===== src/rtl/spi_master_param.sv =====
// Parametrised SPI master with a control register and an in-place exchange
// buffer. Each word in buf[0..n_tx_end] is shifted out MSB-first and
// replaced with the word shifted in from miso_i.
module spi_master_param #(
  parameter int DATA_W  = 8,
  parameter int DEPTH   = 256,
  parameter int N_CS    = 1,
  parameter int CLK_DIV = 4,
  localparam int ADDR_W = $clog2(DEPTH)
) (
  input  logic              clk_i,
  input  logic              reset_i,
  input  logic              reg_sel_i,
  input  logic              wr_i,
  input  logic [ADDR_W-1:0] addr_i,
  input  logic [31:0]       in_i,
  output logic [31:0]       out_o,
  input  logic              miso_i,
  output logic              mosi_o,
  output logic              sclk_o,
  output logic [N_CS-1:0]   cs_n_o,
  output logic              busy_o,
  output logic              tx_done_o
);

  localparam int DIV_W  = (CLK_DIV > 1) ? $clog2(CLK_DIV) : 1;
  localparam int EDGE_W = $clog2(2 * DATA_W);

  typedef enum logic [2:0] {IDLE, SETUP, TRANSFER, STORE, FINISH} state_t;

  // Writable part of the control register, laid out exactly as bits [15:0].
  typedef struct packed {
    logic [7:0] n_tx_end;
    logic [1:0] cs_sel;
    logic       cpha;
    logic       cpol;
    logic       all_zeros;
    logic       all_ones;
    logic       cs_ctrl;
    logic       send;
  } ctrl_t;

  state_t            state_q, state_d;
  ctrl_t             ctrl_q;
  logic [8:0]        rx_cnt_q;
  logic [7:0]        k_q;
  logic [7:0]        k_next;
  logic [DIV_W-1:0]  div_cnt_q;
  logic [EDGE_W-1:0] edge_cnt_q;
  logic [DATA_W-1:0] tx_sh_q;
  logic [DATA_W-1:0] rx_sh_q;
  logic [DATA_W-1:0] mem [DEPTH];

  logic              host_wr_ctrl;
  logic              host_wr_buf;
  logic              start;
  logic              div_done;
  logic              last_edge;
  logic              last_word;
  logic              sample_edge;
  logic [DATA_W-1:0] word_first;
  logic [DATA_W-1:0] word_next;
  logic [N_CS-1:0]   cs_pattern;
  logic [31:0]       ctrl_word;
  logic              unused_in;

  // Fixed patterns override buffer data; all_ones wins over all_zeros.
  function automatic logic [DATA_W-1:0] tx_word(input ctrl_t c, input logic [DATA_W-1:0] raw);
    if (c.all_ones)  return '1;
    if (c.all_zeros) return '0;
    return raw;
  endfunction

  // Host accesses are locked out for the whole transaction.
  assign host_wr_ctrl = wr_i && !reg_sel_i && !busy_o;
  assign host_wr_buf  = wr_i &&  reg_sel_i && !busy_o;
  // send is accepted on the write itself, so fields written alongside it apply.
  assign start        = host_wr_ctrl && in_i[0];

  assign div_done    = (div_cnt_q == DIV_W'(CLK_DIV - 1));
  assign last_edge   = (edge_cnt_q == EDGE_W'(2 * DATA_W - 1));
  assign last_word   = (k_q == ctrl_q.n_tx_end);
  // Even edges are leading; cpha=0 samples on leading, cpha=1 on trailing.
  assign sample_edge = (~edge_cnt_q[0]) != ctrl_q.cpha;
  assign k_next      = k_q + 8'd1;

  assign word_first = tx_word(ctrl_q, mem[0]);
  assign word_next  = tx_word(ctrl_q, mem[k_next[ADDR_W-1:0]]);
  assign ctrl_word  = {7'd0, rx_cnt_q, ctrl_q};
  assign unused_in  = ^in_i[31:16];

  // Chip-select decode: idle level follows cs_ctrl, asserted outside IDLE.
  always_comb begin
    cs_pattern = '1;
    for (int i = 0; i < N_CS; i++) begin
      if (int'(ctrl_q.cs_sel) == i) begin
        cs_pattern[i] = (state_q == IDLE) ? ~ctrl_q.cs_ctrl : 1'b0;
      end
    end
  end

  // State register.
  always_ff @(posedge clk_i or negedge reset_i) begin
    // NOTE: every flop is updated with <= so all registers sample the same
    // pre-edge values; a blocking '=' here would create order-dependent races.
    if (!reset_i) state_q <= IDLE;
    else          state_q <= state_d;
  end

  // Next-state logic.
  always_comb begin
    // NOTE: default assigned first so every path drives state_d; without it
    // the unlisted paths would infer a latch.
    state_d = state_q;
    case (state_q)
      IDLE:     if (start) state_d = SETUP;
      SETUP:    if (div_done) state_d = TRANSFER;
      TRANSFER: if (div_done && last_edge) state_d = STORE;
      STORE:    state_d = last_word ? FINISH : TRANSFER;
      FINISH:   if (div_done) state_d = IDLE;
      default:  state_d = IDLE;
    endcase
  end

  // Control register, counters, shift registers and SPI pins.
  always_ff @(posedge clk_i or negedge reset_i) begin
    if (!reset_i) begin
      ctrl_q     <= '0;
      rx_cnt_q   <= '0;
      k_q        <= '0;
      div_cnt_q  <= '0;
      edge_cnt_q <= '0;
      tx_sh_q    <= '0;
      rx_sh_q    <= '0;
      sclk_o     <= 1'b0;
      mosi_o     <= 1'b0;
      cs_n_o     <= '1;
      busy_o     <= 1'b0;
      tx_done_o  <= 1'b0;
    end else begin
      tx_done_o <= 1'b0;
      cs_n_o    <= cs_pattern;

      if (state_q inside {IDLE, STORE} || div_done) div_cnt_q <= '0;
      else                                         div_cnt_q <= div_cnt_q + DIV_W'(1);

      if (host_wr_ctrl) ctrl_q <= ctrl_t'(in_i[15:0]);

      case (state_q)
        IDLE: begin
          sclk_o <= ctrl_q.cpol;
          if (start) begin
            busy_o   <= 1'b1;
            rx_cnt_q <= '0;
            k_q      <= '0;
          end
        end
        SETUP: begin
          sclk_o     <= ctrl_q.cpol;
          edge_cnt_q <= '0;
          if (div_cnt_q == '0) begin
            tx_sh_q <= word_first;
            if (!ctrl_q.cpha) mosi_o <= word_first[DATA_W-1];
          end
        end
        TRANSFER: begin
          if (div_done) begin
            sclk_o     <= ~sclk_o;
            edge_cnt_q <= last_edge ? '0 : edge_cnt_q + EDGE_W'(1);
            if (sample_edge) begin
              rx_sh_q <= {rx_sh_q[DATA_W-2:0], miso_i};
            end else begin
              // cpha=1 presents the current MSB; cpha=0 moves to the next bit.
              tx_sh_q <= tx_sh_q << 1;
              mosi_o  <= ctrl_q.cpha ? tx_sh_q[DATA_W-1] : tx_sh_q[DATA_W-2];
            end
          end
        end
        STORE: begin
          rx_cnt_q <= rx_cnt_q + 9'd1;
          if (!last_word) begin
            k_q     <= k_next;
            tx_sh_q <= word_next;
            if (!ctrl_q.cpha) mosi_o <= word_next[DATA_W-1];
          end
        end
        FINISH: begin
          if (div_done) begin
            ctrl_q.send <= 1'b0;
            tx_done_o   <= 1'b1;
            busy_o      <= 1'b0;
          end
        end
        default: ;
      endcase
    end
  end

  // Exchange buffer: received words overwrite their slot, host writes when idle.
  always_ff @(posedge clk_i) begin
    // NOTE: the buffer is deliberately left out of reset so it maps onto plain
    // RAM; its contents survive reset.
    if (state_q == STORE)  mem[k_q[ADDR_W-1:0]] <= rx_sh_q;
    else if (host_wr_buf)  mem[addr_i]          <= in_i[DATA_W-1:0];
  end

  // Registered read port, refreshed every cycle.
  always_ff @(posedge clk_i or negedge reset_i) begin
    if (!reset_i)       out_o <= '0;
    else if (reg_sel_i) out_o <= 32'(mem[addr_i]);
    else                out_o <= ctrl_word;
  end

endmodule


===== config.mk =====
export PLATFORM = sky130hd
export DESIGN_NAME = spi_master_param
export DESIGN_NICKNAME = d
export VERILOG_FILES = /design/src/rtl/spi_master_param.sv
export SDC_FILE = /design/constraint.sdc
export NUM_CORES = 2
export LEC_CHECK = 0
export BUFFER_PORTS_ARGS = -buffer_cell sky130_fd_sc_hd__buf_2
export CAP_MARGIN = 20
export CORE_ASPECT_RATIO = 0.9
export CORE_MARGIN = 5
export CORE_UTILIZATION = 27
export DETAILED_ROUTE_END_ITERATION = 8
export MAX_ROUTING_LAYER = met4
export PLACE_DENSITY = 0.42
export SETUP_SLACK_MARGIN = 0.1
export SLEW_MARGIN = 5
export SYNTH_ARGS = -nofsm -noshare
export SYNTH_HDL_FRONTEND = slang
export SYNTH_SLANG_ARGS = --single-unit

===== constraint.sdc =====
create_clock -name clk_i -period 7.9 [get_ports clk_i]
set_clock_uncertainty 0.2 [all_clocks]
set_input_delay 0.395 -clock clk_i [delete_from_list [all_inputs] [get_ports clk_i]]
set_output_delay 0.395 -clock clk_i [all_outputs]
set_load 0.02 [all_outputs]

Word-level counts from Yosys, hierarchy flattened
Memory sizes are Yosys's and may differ from the RTL's.
Index checks and enable logic that the tools add are counted.
- memories kept: 1
- memory bits (writable): 2048
- output and inout port bits: 37
- register bits after elaboration: 95
- input bits: 45
- memory list (name ; depth ; bits a word ; rd ports ; clocked after Yosys merged registers in ; write ports ; RTL line ; source):
    mem ; 256 ; 8 ; 3 ; 0 ; 1 ; 52 ; logic [DATA_W-1:0] mem [DEPTH];
- reductions and logical operators: 28
- add/sub/neg operators: 4
- equality and inequality tests: 18
- muxes and demuxes: 58
- bitwise gates (word level): 3
- operators by type and width (kind ; number):
    two-way mux 8 bit ; 14
    two-way mux 1 bit ; 26
    two-way mux 25 bit ; 1
    one-hot mux 8 bit (3 select lines) ; 1
    inequality test 2 bit, second input constant ; 10
    one-hot mux 9 bit (2 select lines) ; 1
    one-hot mux 8 bit (2 select lines) ; 1
    two-way mux 3 bit ; 5
    one-hot mux 3 bit (5 select lines) ; 1
    adder 9 x 1 -> 9 bit, second input constant ; 1
    two-way mux 9 bit ; 1
    AND reduction 3 bit ; 3
    adder 8 x 1 -> 8 bit, second input constant ; 1
    == test 8 bit ; 1
    two-way mux 4 bit ; 2
    one-hot mux 4 bit (2 select lines) ; 1
    nonzero test 2 bit ; 4
    OR reduction 8 bit ; 1
    AND reduction 7 bit ; 1
    == test 3 x 2 -> 1 bit, second input constant ; 2
    logical AND 1 bit ; 6
    AND reduction 2 bit ; 3
    AND reduction 5 bit ; 1
    adder 4 x 1 -> 4 bit, second input constant ; 1
    17 further kinds ; 22

Depth between registers and ports, before layout
- word-level depth: 7
- depth in mapped cells: 13

Worst setup path after synthesis
OpenSTA, ideal clock, no wires.
- path type: reg-to-reg
- start point: register state_q[1]
- end point: memory mem[0][0] (data pin)
- clock period less this slack: 4.126 ns
- buffers on the path: 2
- cell stages (with the launch flop): 8
- path slack: 3.774 ns
- library setup time: 0.555 ns
- data required time: 7.145 ns
- arrival: 3.370 ns
- cell sequence: dfrtp_1 > inv_1 > nor2_1 > nand2_1 > and4_1 > clkbuf_1 > clkbuf_1 > mux2_2
- word-level cells in the longest chain between the ends: 5
- RTL lines (element ; RTL line ; source):
    start: declaration ; 43 ; state_t state_q, state_d;
    start signal: assignment ; 107 ; else state_q <= state_d;
    == test 3 x 2 -> 1 bit ; 203 ; if (state_q == STORE) mem[k_q[ADDR_W-1:0]] <= rx_sh_q;
    two-way mux 1 bit ; 203 ;
    two-way mux 1 bit (implied by the code) ; 204 ; else if (host_wr_buf) mem[addr_i] <= in_i[DATA_W-1:0];
    OR reduction 8 bit (no source line) ; n/a ;
    two-way mux 8 bit (no source line) ; n/a ;
    end: declaration ; 52 ;
Every way passes these cells.

Worst setup path after layout
- start point: register state_q[1]
- end point: memory mem[116][1] (enable)
- word-level cells in the longest chain between the ends: 5
- elaborated cells on any way between the ends: 8
- RTL lines (element ; RTL line):
    == test 3 x 2 -> 1 bit (*) ; 203
    two-way mux 1 bit ; 203
    two-way mux 1 bit (implied by the code) ; 204
    OR reduction 8 bit (no source line) ; n/a
    two-way mux 8 bit (no source line) or two-way mux 1 bit (tied branches) ; n/a
Every way passes the cells marked *; elsewhere a longest branch is shown, timed or not.

==> metrics <==
share of layout cells above drive strength 1 between 30% and 40%; Arrival @ worst endpoint 6.34 ns; min cycle time layout ~6.0 ns; postcts setup bufs 0; period utilization 75.4%; Fillers 35623; Buffers on Ports 58; design area 115000 um^2; crit end category flop; Worst Tran Pin Value approximately 1.2 ns; DR vias 55430; reg2reg start state_q[1]$_DFFE_PN0P_; peak supply drop 0.164 mV; DRT Pass-1 Iters 5; Slew Viols, Final 0; Reg2Reg Setup Slack 1.94 ns; Worst EP required 8.29 ns; Synth area leader edfxtp_1; synthesis-stage register bit count between 2000 and 2500; Worst slew margin 21.3%; H-tree depth 4; later-pin clock latency in the skew report 0.92 ns; Clock Tree Buf Depth 4; Max-Cap Viols 0; Post-synth EDFFs 2048; NumNets Final 5208; Post-Route Setup TNS 0 ns; final hold violation count 0; kind of critical path reg -> reg; post-DR vias/cell between 5 and 6; slowest cell on the critical path nor2_1; Detailed Place HPWL 226 mm; syn avg cell area a little under 20 um^2; critical path, cell by cell inv_1, nor2_1, nand2_1, and4_2, buf_4, o21ai_0, buf_4, nand2_1, nor2_1, buf_4; cell count after synthesis roughly 5000; setup ws final 1.94 ns; RSZ-0062 raised after global routing false; drt drc 0; routability cong. 0.847; # rows 212; grt total ovfl 0; Placed Area 107000 um^2; dominant synthesized flop cell edfxtp_1; Fmax 168 MHz; Num Clock Sinks 2136; Synth area leaders edfxtp_1 (61%), mux4_2 (27%), dfrtp_1 (2.2%), mux2i_1 (1.2%), nor2_1 (1.2%); type of the worst min-delay path in -> async; final core occ 31.1%; DIE AREA 383000 um^2; critical path peak fanout 19; Root Buffer clkbuf_16; total track usage 18.6%; post-route antenna net violation count 0; Placeable Area 370000 um^2; CP max stage delay 1.05 ns; R2R Path End mem[116][1]$_DFFE_PP_; CTS Buf Count 242; Area Growth Syn to Fin 15.1%; Ys Warns 0; ys async rst share 4.12%; crit-path most repeated cell buf_4; post-synth top area share 61.5%; TritonCTS clock tree done; clock-pin slew on the worst setup and hold paths 0.06 ns; I/O pin total approximately 80; worst slack, placed 2.13 ns; status completed; Seq/Total Area, Yosys 63.7%; vias in the first global route 55930; P_leak between 30 and 40 nW; Distinct cells, synth 66; pin count of the biggest net entering global routing 161; Starting Density 27.0%; die span in x roughly 650 um; 1st-iter DRT viols around 6500; Worst Reg2Reg Path Length in Cells 10; initial antenna violation count 27; CP bufs+invs 4; Routed WL per cell around 35 um; Power Density ~210 nW/um^2; total wire length 355 mm; first-pass GRT wire length roughly 500 mm; CP Launch Type flop; mapped cell area 100000 um^2; DIE HEIGHT 587 um; delay-heaviest family, CP simple AND/OR/NAND/NOR gates; number of setup violations in the final report 0
[through the flow]
step                power [mW]  hold slack (ns)  cells
floorplan                 12.9           -0.101   5044
global placement          13.1            0.108   9786
detailed placement        13.1            0.111   9794
CTS                       24.7         0.000459  10275
global route              25.2           0.0646  10289
finish                    24.5           0.0321  10294
[worst reg2reg max path: cells and delay by family (launching register included)]
family | cells | cell delay (ns)
and+or+nand+nor | 5 | 2.95
AOI/OAI and AO/OA | 1 | 0.76
DFF | 1 | 0.59
buffers and inverters | 4 | 1.13
[cells by family (layout without fill, tap and decap cells)]
| family | count (synthesis) | count (layout) | share of synthesized area (%) |
|---|---|---|---|
| flops | 2136 | 2136 | 63.7 |
| mux | 1347 | 1347 | 28.5 |
| simple gates | 786 | 786 | 3.36 |
| buf+inv | 431 | 751 | 2.04 |
| compound gates | 311 | 311 | 2.17 |
| xor+xnor | 21 | 21 | 0.191 |
| fa+ha+maj | 5 | 5 | 0.0626 |
| other cells | 1 | 15 | 0.00375 |
[what timing repair did]
item,4_1_cts,5_1_grt
hold buffers,31,0
gates resized for setup,0,0
hold endpoints to repair,135,0
[per-layer routing]
metal	global-route usage, %	wire length, um	vias to the layer above
li1	-	-	21851
met1	26.5	158000	30789
met2	27.8	162000	2350
met3	3.25	26700	440
met4	4.49	9360	0
met5	-	0	-
[final cells by class]
type / count / area (um^2) / area share, %
multi-input combinational: 2477 / 34600 / 30.1
timing repair buffer: 287 / 2490 / 2.17
tap: 4922 / 6160 / 5.35
sequential: 2136 / 63700 / 55.4
inverter: 14 / 57.6 / 0.0500
antenna: 8 / 20.0 / 0.0174
clock inverter: 160 / 1650 / 1.44
clock buffer: 290 / 6410 / 5.57
[synthesized netlist by cell type, types with 6 or more instances]
cell type / count
a32oi_1: 37
nand4_1: 19
buf_4: 64
edfxtp_1: 2048
o22ai_1: 15
o21ai_0: 42
dfrtp_1: 87
nand3_1: 62
mux2i_1: 120
mux4_2: 1195
nor3_1: 24
nand2b_1: 10
a32o_1: 6
a2111oi_0: 9
a211oi_1: 26
xnor2_1: 7
nor2b_1: 37
nor2_1: 313
a31oi_1: 29
o211a_1: 9
nand3b_1: 6
buf_1: 46
xor2_1: 13
buf_2: 131
clkbuf_1: 173
a21oi_1: 56
o31ai_1: 12
nand2_1: 277
mux2_2: 32
o211ai_1: 13
inv_1: 12
and3_1: 12
nor4_1: 8
a22oi_1: 20
a221oi_1: 6
[power breakdown]
group / internal [mW] / leakage [nW] / total [mW] / switching [mW]
logic: 0.215 / 11.0 / 0.583 / 0.368
registers: 12.3 / 15.7 / 12.3 / 0.0177
clock network: 6.78 / 3.94 / 11.6 / 4.84
[cells in the final DEF (no fill, tap or decap), types with 10 or more instances in the layout]
cell	n
dlygate4sd3_1	31
o31ai_1	10
edfxtp_1	2048
mux4_2	1195
dfrtp_1	86
buf_2	51
clkbuf_16	247
o21ai_0	40
mux2_2	24
nand2_2	16
nand3_1	62
clkinv_2	49
nor3_1	24
a21oi_1	56
mux2i_1	120
a31oi_1	29
nor2b_1	36
inv_1	12
clkinv_1	54
nand4_1	19
a32oi_1	37
nor2_1	307
clkinvlp_4	11
clkbuf_1	36
xor2_1	11
bufinv_16	31
a211oi_1	26
o22ai_1	15
nand2_1	261
o211ai_1	13
and3_1	12
nand2b_1	10
buf_4	168
buf_12	25
a22oi_1	20
[how the worst max path moves through the flow]
stage / from / endpoint / slack, ns / cells past startpoint
2_1_floorplan: state_q[1]$_DFFE_PN0P_ / mem[0][0]$_DFFE_PP_ / 3.77 / 7
3_3_place_gp: state_q[1]$_DFFE_PN0P_ / mem[195][0]$_DFFE_PP_ / 2.11 / 8
3_5_place_dp: state_q[1]$_DFFE_PN0P_ / mem[196][5]$_DFFE_PP_ / 2.13 / 8
4_1_cts: state_q[1]$_DFFE_PN0P_ / mem[116][1]$_DFFE_PP_ / 2.08 / 10
5_1_grt: state_q[1]$_DFFE_PN0P_ / mem[116][5]$_DFFE_PP_ / 1.86 / 10
6_report: state_q[1]$_DFFE_PN0P_ / mem[116][1]$_DFFE_PP_ / 1.94 / 10
[state kept, by name (all words and copies together) (netlist names)]
name and count:
busy_o 1, cs_n_o 1, ctrl_q 16, div_cnt_q 2, edge_cnt_q 4, k_q 8
mem 2048, mosi_o 1, out_o 25, rx_cnt_q 9, rx_sh_q 8, sclk_o 1
state_q 3, tx_done_o 1, tx_sh_q 8
(Power assumes the default switching activity.)
